===== src/rtl/div_hilo_ctrl_if.sv =====
// Request/result bundle for the HI/LO divide controller, plus the operand/result
// connection to the external array divider.
interface div_hilo_ctrl_if;
    logic        start;
    logic        signed_op;
    logic [31:0] a_in;
    logic [31:0] b_in;
    logic [31:0] div_a;
    logic [31:0] div_b;
    logic [63:0] div_result;
    logic        busy;
    logic        done;
    logic        dbz;
    logic [31:0] hi_in;
    logic [31:0] lo_in;
    logic        hi_we;
    logic        lo_we;
    logic [31:0] hi_out;
    logic [31:0] lo_out;

    modport master (
        output start, signed_op, a_in, b_in, hi_in, lo_in, hi_we, lo_we, div_result,
        input  div_a, div_b, busy, done, dbz, hi_out, lo_out
    );

    modport slave (
        input  start, signed_op, a_in, b_in, hi_in, lo_in, hi_we, lo_we, div_result,
        output div_a, div_b, busy, done, dbz, hi_out, lo_out
    );
endinterface


===== src/rtl/div_hilo_ctrl.sv =====
// Sequencer for the 32-bit array divider: launches unsigned magnitudes, waits LAT
// settle cycles, applies sign correction and commits remainder/quotient to HI/LO.
module div_hilo_ctrl #(
    parameter int unsigned LAT = 4
) (
    input logic             clk,
    input logic             clr,
    div_hilo_ctrl_if.slave  bus
);

    localparam logic [1:0] StIdle = 2'd0;
    localparam logic [1:0] StWait = 2'd1;
    localparam logic [1:0] StDone = 2'd2;

    logic [1:0]  state_q, state_d;
    logic [3:0]  cnt_q, cnt_d;
    logic [31:0] div_a_q, div_a_d;
    logic [31:0] div_b_q, div_b_d;
    logic        sign_a_q, sign_a_d;
    logic        sign_b_q, sign_b_d;
    logic        dbz_q, dbz_d;
    logic [31:0] hi_q, hi_d;
    logic [31:0] lo_q, lo_d;

    logic        sa, sb;
    logic [31:0] rem_mag, quo_mag;

    always_comb begin
        state_d  = state_q;
        cnt_d    = cnt_q;
        div_a_d  = div_a_q;
        div_b_d  = div_b_q;
        sign_a_d = sign_a_q;
        sign_b_d = sign_b_q;
        dbz_d    = dbz_q;
        hi_d     = hi_q;
        lo_d     = lo_q;
        sa       = bus.signed_op & bus.a_in[31];
        sb       = bus.signed_op & bus.b_in[31];
        // On divide-by-zero, |a| stands in for the remainder so the sign fix restores a_in.
        rem_mag  = dbz_q ? div_a_q : bus.div_result[63:32];
        quo_mag  = bus.div_result[31:0];

        case (state_q)
            StIdle: begin
                if (bus.hi_we) hi_d = bus.hi_in;
                if (bus.lo_we) lo_d = bus.lo_in;
                if (bus.start) begin
                    sign_a_d = sa;
                    sign_b_d = sb;
                    div_a_d  = sa ? -bus.a_in : bus.a_in;
                    div_b_d  = sb ? -bus.b_in : bus.b_in;
                    dbz_d    = (bus.b_in == 32'd0);
                    cnt_d    = (bus.b_in == 32'd0) ? 4'd1 : 4'(LAT);
                    state_d  = StWait;
                end
            end
            StWait: begin
                cnt_d = cnt_q - 4'd1;
                if (cnt_q == 4'd1) begin
                    hi_d    = sign_a_q ? -rem_mag : rem_mag;
                    lo_d    = dbz_q ? 32'hFFFF_FFFF
                                    : ((sign_a_q ^ sign_b_q) ? -quo_mag : quo_mag);
                    state_d = StDone;
                end
            end
            StDone: begin
                if (bus.hi_we) hi_d = bus.hi_in;
                if (bus.lo_we) lo_d = bus.lo_in;
                state_d = StIdle;
            end
            default: state_d = StIdle;
        endcase
    end

    always_ff @(posedge clk) begin
        if (!clr) begin
            state_q  <= StIdle;
            cnt_q    <= 4'd0;
            div_a_q  <= 32'd0;
            div_b_q  <= 32'd0;
            sign_a_q <= 1'b0;
            sign_b_q <= 1'b0;
            dbz_q    <= 1'b0;
            hi_q     <= 32'd0;
            lo_q     <= 32'd0;
        end else begin
            state_q  <= state_d;
            cnt_q    <= cnt_d;
            div_a_q  <= div_a_d;
            div_b_q  <= div_b_d;
            sign_a_q <= sign_a_d;
            sign_b_q <= sign_b_d;
            dbz_q    <= dbz_d;
            hi_q     <= hi_d;
            lo_q     <= lo_d;
        end
    end

    assign bus.div_a  = div_a_q;
    assign bus.div_b  = div_b_q;
    assign bus.busy   = (state_q == StWait);
    assign bus.done   = (state_q == StDone);
    assign bus.dbz    = dbz_q;
    assign bus.hi_out = hi_q;
    assign bus.lo_out = lo_q;

endmodule


===== src/flat_wrapper.sv =====
// flat-port wrapper written by rule: the top's interface ports become plain ports
module div_hilo_ctrl_flat 
#(
    parameter int unsigned LAT = 4
)
  (clk, clr, bus_start, bus_signed_op, bus_a_in, bus_b_in, bus_hi_in, bus_lo_in, bus_hi_we, bus_lo_we, bus_div_result, bus_div_a, bus_div_b, bus_busy, bus_done, bus_dbz, bus_hi_out, bus_lo_out);
  div_hilo_ctrl_if bus_i ();
  input logic clk;
  input logic clr;
  input wire logic [$bits(bus_i.start)-1:0] bus_start;
  input wire logic [$bits(bus_i.signed_op)-1:0] bus_signed_op;
  input wire logic [$bits(bus_i.a_in)-1:0] bus_a_in;
  input wire logic [$bits(bus_i.b_in)-1:0] bus_b_in;
  input wire logic [$bits(bus_i.hi_in)-1:0] bus_hi_in;
  input wire logic [$bits(bus_i.lo_in)-1:0] bus_lo_in;
  input wire logic [$bits(bus_i.hi_we)-1:0] bus_hi_we;
  input wire logic [$bits(bus_i.lo_we)-1:0] bus_lo_we;
  input wire logic [$bits(bus_i.div_result)-1:0] bus_div_result;
  output wire logic [$bits(bus_i.div_a)-1:0] bus_div_a;
  output wire logic [$bits(bus_i.div_b)-1:0] bus_div_b;
  output wire logic [$bits(bus_i.busy)-1:0] bus_busy;
  output wire logic [$bits(bus_i.done)-1:0] bus_done;
  output wire logic [$bits(bus_i.dbz)-1:0] bus_dbz;
  output wire logic [$bits(bus_i.hi_out)-1:0] bus_hi_out;
  output wire logic [$bits(bus_i.lo_out)-1:0] bus_lo_out;
  assign bus_i.start = bus_start;
  assign bus_i.signed_op = bus_signed_op;
  assign bus_i.a_in = bus_a_in;
  assign bus_i.b_in = bus_b_in;
  assign bus_i.hi_in = bus_hi_in;
  assign bus_i.lo_in = bus_lo_in;
  assign bus_i.hi_we = bus_hi_we;
  assign bus_i.lo_we = bus_lo_we;
  assign bus_i.div_result = bus_div_result;
  assign bus_div_a = bus_i.div_a;
  assign bus_div_b = bus_i.div_b;
  assign bus_busy = bus_i.busy;
  assign bus_done = bus_i.done;
  assign bus_dbz = bus_i.dbz;
  assign bus_hi_out = bus_i.hi_out;
  assign bus_lo_out = bus_i.lo_out;
  div_hilo_ctrl #(.LAT(LAT)) u_core (.clk(clk), .clr(clr), .bus(bus_i));
endmodule

===== config.mk =====
export PLATFORM = sky130hd
export DESIGN_NAME = div_hilo_ctrl_flat
export DESIGN_NICKNAME = d
export VERILOG_FILES = /design/src/rtl/div_hilo_ctrl_if.sv /design/src/rtl/div_hilo_ctrl.sv /design/src/flat_wrapper.sv
export SDC_FILE = /design/constraint.sdc
export NUM_CORES = 1
export LEC_CHECK = 0
export ABC_AREA = 1
export CAP_MARGIN = 10
export CORE_MARGIN = 8
export CORE_UTILIZATION = 51
export DETAILED_ROUTE_END_ITERATION = 10
export GPL_TIMING_DRIVEN = 0
export HOLD_SLACK_MARGIN = 0.06
export PLACE_DENSITY = 0.86
export SLEW_MARGIN = 40
export SYNTH_ARGS = -nofsm -noshare
export SYNTH_HDL_FRONTEND = slang
export SYNTH_SLANG_ARGS = --single-unit
export TNS_END_PERCENT = 100

===== constraint.sdc =====
create_clock -name clk -period 5.2 [get_ports clk]
set_clock_uncertainty 0.1 [all_clocks]
set_input_delay 1.3 -clock clk [delete_from_list [all_inputs] [get_ports clk]]
set_output_delay 1.3 -clock clk [all_outputs]
set_load 0.005 [all_outputs]

==> results of run 1 <==
[per-stage QoR]
step	util [%]	hold slack (ns)
4_1_cts	74.5	0.366
3_3_place_gp	71.2	0.352
2_1_floorplan	-	0.342
5_1_grt	74.6	0.390
6_report	74.6	0.368
3_5_place_dp	71.2	0.356
[synthesized netlist by cell type, types with 7 or more instances]
library cell	n	area (um2)
o211ai_1	14	105
a21oi_1	141	706
inv_1	181	679
xnor2_1	9	78.8
buf_2	24	120
nand3_1	103	515
dfxtp_1	137	2740
nor2_1	211	792
o221ai_1	13	114
o21ai_1	14	70.1
clkbuf_1	40	150
nand2_1	378	1420
inv_2	13	48.8
nand2_2	23	144
nor2_2	9	56.3
nor3_1	24	120
or2_2	16	100
nand2_4	7	78.8
nand4_1	21	131
nand3b_1	7	52.6
xor2_1	31	272
o21ai_0	144	721
[critical path, delay by kind of cell (launching register included)]
kind	cells	cell delay (ns)
buf+inv	3	1.17
flops	1	0.30
simple gates	1	0.11
[power by group through the flow]
stage                     clock (W)  sequential [W]  combinational, W
after CTS                   0.00131         0.00123           0.00114
after detailed placement          0         0.00125           0.00113
final                       0.00132         0.00124           0.00116
after global routing        0.00135         0.00124           0.00126
after global placement            0         0.00125           0.00111
after floorplan                   0         0.00125          0.000536
[registers in the layout, indices dropped and copies added (netlist names)]
signal and flops:
u_core.bus.dbz 1, u_core.sign_a_q 1, u_core.state_q 2, u_core.bus.div_a 32, u_core.cnt_q 4, u_core.sign_b_q 1
u_core.bus.hi_out 32, u_core.bus.div_b 32, u_core.bus.lo_out 32
[worst paths after layout]
| check | start | to | slack [ns] | cells past startpoint |
|---|---|---|---|---|
| max reg2reg | u_core.bus.dbz | u_core.bus.hi_out[26] | 2.69 | 16 |
| min reg2reg | u_core.bus.lo_out[28] | u_core.bus.lo_out[28] | 0.37 | 2 |
| min | u_core.bus.lo_out[28] | u_core.bus.lo_out[28] | 0.37 | 2 |
| max | u_core.state_q[0] | bus_done | 1.77 | 4 |
[cell type report]
type                            count  area (um2)
Inverter                          197         744
Fill cell                        1584        4770
Antenna cell                        5        12.5
Buffer                             77         388
Timing Repair Buffer              328        3280
Tap cell                          234         293
Clock inverter                     11         170
Clock buffer                       21         450
Sequential cell                   137        2740
Multi-Input combinational cell   1215        5910
[layer usage]
layer	vias up	part of all wire, %
met5	-	0
met4	0	4.2
met2	724	45
li1	5976	-
met1	5763	39
met3	110	11
[kinds of logic after synthesis]
group | count (synthesis)
XOR/XNOR | 40
AO/OA/AOI/OAI | 348
adder cells (fa/ha/maj) | 6
AND/OR/NAND/NOR | 821
buffers and inverters | 274
flip-flops | 137
==> flow_metrics.py, run 1 <==
metrics = {
    "finish": {
        "layout_commonest_cell": "nand2_1",
        "areaGrowthSynthToFinish_pct": 43.0,
        "design_area_um2": 14000,
        "final_cells": 2225,
        "final_cell_mix": "nand2_1, clkdlybuf4s50_1, nor2_1, inv_1, o21ai_0",
        "drive_gt1_share_pct": 7.50,
        "fin_nets": 2177,
    },
    "yosys": {
        "ys_seq_elements": 137,
        "syn_area_um2": 9790,
        "syn_nets": 1830,
        "async_flop_share_pct": 0,
        "syn_inst": 1626,
        "synth_edf_count": 0,
        "synthSimpleGateAreaFrac_pct": 36.8,
        "muxShareOfSynthArea_pct": 0,
        "ys_seq_area_share_pct": 28.0,
        "yosysUniqueCellTypes": 48,
        "postSynthAreaPerCell_um2": 6.02,
        "yosysWarnings": 0,
        "synth_top_family_by_area": "simple AND/OR/NAND/NOR gates",
        "synth_compound_area_share_pct": 19.2,
        "ys.flop_type": "dfxtp_1",
        "synthAdderAreaFrac_pct": 0.767,
        "synth_xor_area_share_pct": 3.58,
    },
    "place": {
        "placedCellCount": 2188,
        "hpwl_mm": 34.1,
        "place_ws_ns": 1.60,
        "post_dp_cell_area_um2": 13400,
        "gp_congestion": 1.02,
        "io_buffers": 328,
    },
    "power_and_ir_drop": {
        "clockPowerShare_pct": 35.5,
        "p_seq_share_pct": 33.3,
        "power.density_nw_per_um2": 265,
        "share_comb_of_total_power_pct": 31.2,
        "switchingPower_w": 0.00121,
        "ir_drop_mv": 0.272,
        "power.leakage_nw": 6.06,
        "sw_frac_of_total_pct": 32.5,
        "power_w": 0.00372,
        "p_int_w": 0.00251,
    },
    "clock_network": {
        "root_buffer": "clkbuf_16",
        "cts.sinks": 137,
        "cts_resized": 0,
        "holdBufCountCts": 0,
        "clock_latency_ns": 0.44,
        "cts_max_level": 4,
        "clkTransAtPathRegs_ns": 0.06,
        "clk_path_buf_depth": 2,
        "post_cts_buffers": 0,
        "numCtsBuffers": 17,
        "tritoncts": "built",
    },
    "sta": {
        "fin_ws_ns": 1.77,
        "setup_viol": 0,
        "period_share_pct": 65.9,
        "finalMaxSlewViolations": 0,
        "worst_slew_pin_slew_ns": 0.726,
        "setup_tns_ns": 0,
        "rsz0062_at_grt": "false",
        "hold_viol_final": 0,
        "maxSlewHeadroom_pct": 51.6,
        "min_period_ns": 3.43,
        "fmax_mhz": 292,
    },
    "global_routing": {
        "antenna_found_initial": 5,
        "use_met2_pct": 55.9,
        "grt_first_pass_wirelength_mm": 64.9,
        "grt_pass1_vias": 11955,
        "grt-ovfl-total": 0,
        "globalRouteMet3Util_pct": 9.17,
        "top_usage_layer": "met2",
        "grtUsageMet1_pct": 41.3,
        "grt_util_all_layers_pct": 34.2,
        "grt_max_degree": 17,
    },
    "route": {
        "dr_total_vias": 12573,
        "totalWireLength_mm": 42.5,
        "dr.first_iter.drc_count": 1127,
        "via_per_inst": 5.65,
        "routedWlPerCell_um": 19.1,
        "ant_nets": 0,
        "firstDrtPassIters": 6,
        "drc": 0,
    },
    "worst_setup_path": {
        "worstPathArrival_ns": 2.03,
        "slowest_stage": "clkdlybuf4s50_1",
        "path_max_fanout": 10,
        "worst_setup_path_end_kind": "primary output",
        "critPathMaxStageDelay_ns": 0.52,
        "path_class": "flip-flop to primary output",
        "crit_chain": "buf_2, clkbuf_1, nor2_1, clkdlybuf4s50_1",
        "startpoint_type": "flip-flop",
        "crit_required_ns": 3.80,
    },
    "floorplan": {
        "rows": 50,
        "die_area_um2": 23900,
        "die_w_um": 155,
        "num_io_pins": 329,
        "start_util_pct": 52.1,
        "dieHeight_um": 155,
        "core_um2": 18800,
    },
    "status": {
        "outcome": "finished clean",
    },
    "run": {
        "maxCapViolations": 0,
    },
    "min_path": {
        "hold_path_class": "flip-flop to flip-flop",
    },
}
No activity file was read; power rests on OpenSTA's default activity.
==> run 2, diff against run 1 <==
--- a/config.mk
+++ b/config.mk
@@ -8,11 +8,11 @@
 export ABC_AREA = 1
 export CAP_MARGIN = 10
 export CORE_MARGIN = 8
-export CORE_UTILIZATION = 51
+export CORE_UTILIZATION = 47
 export DETAILED_ROUTE_END_ITERATION = 10
 export GPL_TIMING_DRIVEN = 0
 export HOLD_SLACK_MARGIN = 0.06
-export PLACE_DENSITY = 0.86
+export PLACE_DENSITY = 0.8
 export SLEW_MARGIN = 40
 export SYNTH_ARGS = -nofsm -noshare
 export SYNTH_HDL_FRONTEND = slang
==> constraint.sdc (replaced) <==
create_clock -name clk -period 3.2 [get_ports clk]
set_clock_uncertainty 0.1 [all_clocks]
set_input_delay 0.8 -clock clk [delete_from_list [all_inputs] [get_ports clk]]
set_output_delay 0.8 -clock clk [all_outputs]
set_load 0.005 [all_outputs]
==> run 2 against run 1 <==
Effect of this change: global-route usage decreased by 2.1 points; routed wire length increased by 0.51%; combinational power increased by 62%; critical endpoint unchanged.
==> flow_metrics.py, run 2 (synthesized netlist as in run 1, its figures left out) <==
metrics = {
    "clock_network": {
        "root_buffer": "clkbuf_16",
        "clk_path_buf_depth": 2,
        "cts.sinks": 137,
        "numCtsBuffers": 17,
        "cts_resized": 0,
        "clkTransAtPathRegs_ns": 0.06,
        "clock_latency_ns": 0.43,
        "post_cts_buffers": 0,
        "tritoncts": "built",
        "cts_max_level": 4,
        "holdBufCountCts": 0,
    },
    "place": {
        "io_buffers": 328,
        "hpwl_mm": 34.3,
        "gp_congestion": 1.02,
    },
    "sta": {
        "setup_viol": 0,
        "setup_tns_ns": 0,
        "period_share_pct": 92.2,
        "hold_viol_final": 0,
        "rsz0062_at_grt": "false",
        "worst_hold_slack_ns": 0.363,
        "min_period_ns": 2.95,
        "finalMaxSlewViolations": 0,
        "fmax_mhz": 339,
        "worst_slew_pin_slew_ns": 0.838,
        "maxSlewHeadroom_pct": 44.1,
    },
    "power_and_ir_drop": {
        "p_seq_share_pct": 34.0,
        "switchingPower_w": 0.00195,
        "sw_frac_of_total_pct": 33.1,
        "power.density_nw_per_um2": 422,
        "share_comb_of_total_power_pct": 31.9,
        "p_int_w": 0.00395,
        "clockPowerShare_pct": 34.1,
        "ir_drop_mv": 0.352,
        "power.leakage_nw": 6.04,
    },
    "finish": {
        "fin_nets": 2177,
        "layout_commonest_cell": "nand2_1",
        "drive_gt1_share_pct": 7.61,
        "multiInputGateArea_um2": 5910,
        "nFillCells": 1842,
        "areaGrowthSynthToFinish_pct": 43.1,
        "ff_latch_area_um2": 2740,
        "final_cell_mix": "nand2_1, clkdlybuf4s50_1, nor2_1, inv_1, o21ai_0",
    },
    "route": {
        "via_per_inst": 5.48,
        "dr_total_vias": 12376,
        "drc": 0,
        "ant_nets": 0,
        "firstDrtPassIters": 5,
        "totalWireLength_mm": 42.7,
        "routedWlPerCell_um": 18.9,
        "dr.first_iter.drc_count": 1083,
    },
    "global_routing": {
        "antenna_found_initial": 4,
        "grt_max_degree": 17,
        "grt_first_pass_wirelength_mm": 66.4,
        "grt-ovfl-total": 0,
        "grt_util_all_layers_pct": 32.2,
        "grt_pass1_vias": 11998,
    },
    "worst_setup_path": {
        "r2r_slack_ns": 0.75,
        "path_max_fanout": 10,
        "ff2ff_path_depth": 17,
        "startpoint_type": "flip-flop",
        "path_class": "flip-flop to primary output",
        "r2r-start": "u_core.bus.dbz",
        "worst_setup_path_end_kind": "primary output",
        "r2r_end": "u_core.bus.hi_out[26]",
        "worstPathArrival_ns": 2.05,
        "crit_required_ns": 2.30,
    },
    "floorplan": {
        "core_um2": 20400,
        "die_w_um": 160,
        "start_util_pct": 48.1,
        "die_area_um2": 25700,
        "num_io_pins": 329,
        "rows": 52,
        "dieHeight_um": 160,
    },
    "min_path": {
        "holdPathEnd": "u_core.bus.hi_out[15]",
        "hold_path.startpoint": "u_core.bus.hi_out[15]",
        "hold_path_depth": 2,
        "hold_path_class": "flip-flop to flip-flop",
    },
    "run": {
        "maxCapViolations": 0,
    },
    "status": {
        "outcome": "finished clean",
    },
}
run 2: worst max-delay path by stage:
stage | start | to | depth (start not counted)
2_1_floorplan | bus_b_in[0] | u_core.bus.div_b[26] | 13
3_5_place_dp | bus_div_result[0] | u_core.bus.lo_out[30] | 12
5_1_grt | u_core.state_q[0] | bus_done | 4
6_report | u_core.state_q[0] | bus_done | 4
4_1_cts | u_core.state_q[0] | bus_done | 4
3_3_place_gp | bus_b_in[0] | u_core.bus.div_b[26] | 14
run 2: power by group through the flow:
stage          sequential (W)  combinational, W  clock [W]
2_1_floorplan         0.00203          0.000870          0
3_3_place_gp          0.00203           0.00182          0
3_5_place_dp          0.00204           0.00185          0
4_1_cts               0.00200           0.00186    0.00202
5_1_grt               0.00202           0.00205    0.00210
6_report              0.00201           0.00188    0.00202
run 2: per-stage QoR:
step	util (%)	worst slack (ns)	instances	cell area [um2]	power, W
detailed placement	65.8	0.110	2224	13400	0.00389
finish	68.7	0.250	2257	14000	0.00590
global route	68.7	0.214	2257	14000	0.00618
floorplan	-	0.930	1626	9790	0.00290
CTS	68.7	0.287	2255	14000	0.00588
global placement	65.8	0.133	2224	13400	0.00386
run 2: worst max-delay path, stage by stage (launching register included):
cell and delay [ns]:
dfxtp_1 0.30, buf_2 0.18, clkbuf_1 0.52, nor2_1 0.10, clkdlybuf4s50_1 0.52
run 2: final cells by class:
type / count / share of cell area [%]
multi-input combinational: 1215 / 42.2
timing repair buffer: 328 / 23.5
sequential: 137 / 19.6
inverter: 197 / 5.32
clock buffer: 20 / 3.33
buffer: 77 / 2.77
tap: 270 / 2.41
clock inverter: 11 / 0.867
antenna: 2 / 0.0357
run 2: routing by layer:
layer  GRT usage, %  part of all wire (%)
met5              0                 0.063
met2           51.7                    45
met1           40.1                    41
met3           8.46                    10
met4           13.5                   3.7
==> run 3, diff against run 2 <==
--- a/config.mk
+++ b/config.mk
@@ -7,7 +7,7 @@
 export LEC_CHECK = 0
 export ABC_AREA = 1
 export CAP_MARGIN = 10
-export CORE_MARGIN = 8
+export CORE_MARGIN = 10
 export CORE_UTILIZATION = 47
 export DETAILED_ROUTE_END_ITERATION = 10
 export GPL_TIMING_DRIVEN = 0
==> run 3 against run 2 <==
Effect of this change: clock power about the same; routed wire length increased by 0.60%; non-clock buffer count unchanged; register-to-register slack improved by 0.07 ns; combinational power about the same.
==> flow_metrics.py, run 3 (synthesized netlist as in run 1, its figures left out) <==
metrics = {
    "status": {
        "outcome": "finished clean",
    },
    "clock_network": {
        "cts_resized": 0,
        "root_buffer": "clkbuf_16",
        "cts_max_level": 4,
        "post_cts_buffers": 0,
        "numCtsBuffers": 17,
        "clkTransAtPathRegs_ns": 0.06,
        "cts.sinks": 137,
        "clock_latency_ns": 0.43,
        "tritoncts": "built",
        "clk_path_buf_depth": 2,
        "holdBufCountCts": 0,
    },
    "global_routing": {
        "antenna_found_initial": 4,
        "grt_first_pass_wirelength_mm": 65.6,
        "grt_pass1_vias": 11757,
        "grt_util_all_layers_pct": 30.7,
        "grt_max_degree": 17,
        "grt-ovfl-total": 0,
    },
    "finish": {
        "multiInputGateArea_um2": 5910,
        "layout_commonest_cell": "nand2_1",
        "nFillCells": 1952,
        "ff_latch_area_um2": 2740,
        "final_cell_mix": "nand2_1, clkdlybuf4s50_1, nor2_1, inv_1, o21ai_0",
        "areaGrowthSynthToFinish_pct": 43.3,
        "fin_nets": 2177,
        "drive_gt1_share_pct": 7.65,
    },
    "route": {
        "routedWlPerCell_um": 19.0,
        "dr.first_iter.drc_count": 1207,
        "drc": 0,
        "firstDrtPassIters": 6,
        "ant_nets": 0,
        "totalWireLength_mm": 43.0,
        "via_per_inst": 5.42,
        "dr_total_vias": 12252,
    },
    "worst_setup_path": {
        "path_class": "flip-flop to primary output",
        "path_max_fanout": 10,
        "startpoint_type": "flip-flop",
        "crit_required_ns": 2.30,
        "worst_setup_path_end_kind": "primary output",
        "worstPathArrival_ns": 1.98,
    },
    "sta": {
        "min_period_ns": 2.88,
        "worst_slew_pin_slew_ns": 0.743,
        "period_share_pct": 89.9,
        "maxSlewHeadroom_pct": 50.4,
        "finalMaxSlewViolations": 0,
        "setup_tns_ns": 0,
        "setup_viol": 0,
        "hold_viol_final": 0,
        "fmax_mhz": 348,
        "fin_ws_ns": 0.325,
        "rsz0062_at_grt": "false",
    },
    "min_path": {
        "hold_path_class": "flip-flop to flip-flop",
    },
    "floorplan": {
        "num_io_pins": 329,
        "dieHeight_um": 164,
        "start_util_pct": 48.1,
        "die_w_um": 164,
        "rows": 52,
        "die_area_um2": 27000,
        "core_um2": 20400,
    },
    "power_and_ir_drop": {
        "p_int_w": 0.00397,
        "power.density_nw_per_um2": 424,
        "sw_frac_of_total_pct": 33.2,
        "share_comb_of_total_power_pct": 31.8,
        "power.leakage_nw": 6.04,
        "clockPowerShare_pct": 34.5,
        "ir_drop_mv": 0.382,
        "p_seq_share_pct": 33.7,
        "switchingPower_w": 0.00197,
    },
    "place": {
        "gp_congestion": 1.00,
        "io_buffers": 328,
        "hpwl_mm": 35.0,
        "place_ws_ns": 0.0403,
    },
    "run": {
        "maxCapViolations": 0,
    },
}
run 3: changes by cell type in the layout (fill, tap and decap cells not counted), sizes merged:
cell | before | now
clkinv | 8 | 5
clkinvlp | 2 | 4
diode | 2 | 4
inv | 196 | 198
run 3: final timing paths:
| check | from | to | slack [ns] | cells past startpoint |
|---|---|---|---|---|
| setup reg to reg | u_core.bus.dbz | u_core.bus.hi_out[28] | 0.82 | 17 |
| setup / recovery | u_core.state_q[0] | bus_done | 0.32 | 4 |
| hold / removal | u_core.bus.hi_out[15] | u_core.bus.hi_out[15] | 0.36 | 2 |
| hold reg to reg | u_core.bus.hi_out[15] | u_core.bus.hi_out[15] | 0.36 | 2 |
run 3: power groups by stage:
stage                     clock [W]  combinational (W)  sequential (W)
final                       0.00205            0.00189         0.00200
after global routing        0.00213            0.00206         0.00202
after detailed placement          0            0.00186         0.00203
after floorplan                   0           0.000870         0.00203
after CTS                   0.00205            0.00187         0.00200
after global placement            0            0.00183         0.00203
run 3: metrics by stage:
| step | power, W | instance area (um2) | std cells | util, % | hold slack (ns) |
|---|---|---|---|---|---|
| floorplan | 0.00290 | 9790 | 1626 | - | 0.342 |
| global placement | 0.00385 | 13400 | 2224 | 65.8 | 0.351 |
| finish | 0.00594 | 14000 | 2260 | 68.9 | 0.364 |
| CTS | 0.00591 | 14000 | 2256 | 68.8 | 0.365 |
| global route | 0.00620 | 14000 | 2259 | 68.8 | 0.385 |
| detailed placement | 0.00389 | 13400 | 2224 | 65.8 | 0.355 |
run 3: routing by layer:
metal	part of all wire [%]	wire (um)	GRT usage (%)
met1	40	17300	37.9
met4	3.8	1630	12.0
met2	45	19500	49.8
met3	11	4610	8.44
met5	0	0	0
run 3: layout make-up:
type,count,share of cell area (%)
well taps,270,2.41
flip-flops and latches,137,19.6
inverters,197,5.31
clock inverters,12,0.990
plain buffers,77,2.77
clock buffers,20,3.33
repair buffers,328,23.4
multi-input cells,1215,42.2
diodes,4,0.0714
run 3: worst max-delay path, stage by stage (launching register included):
cell	delay [ns]
dfxtp_1	0.30
buf_2	0.17
clkbuf_1	0.45
nor2_1	0.10
clkdlybuf4s50_1	0.52
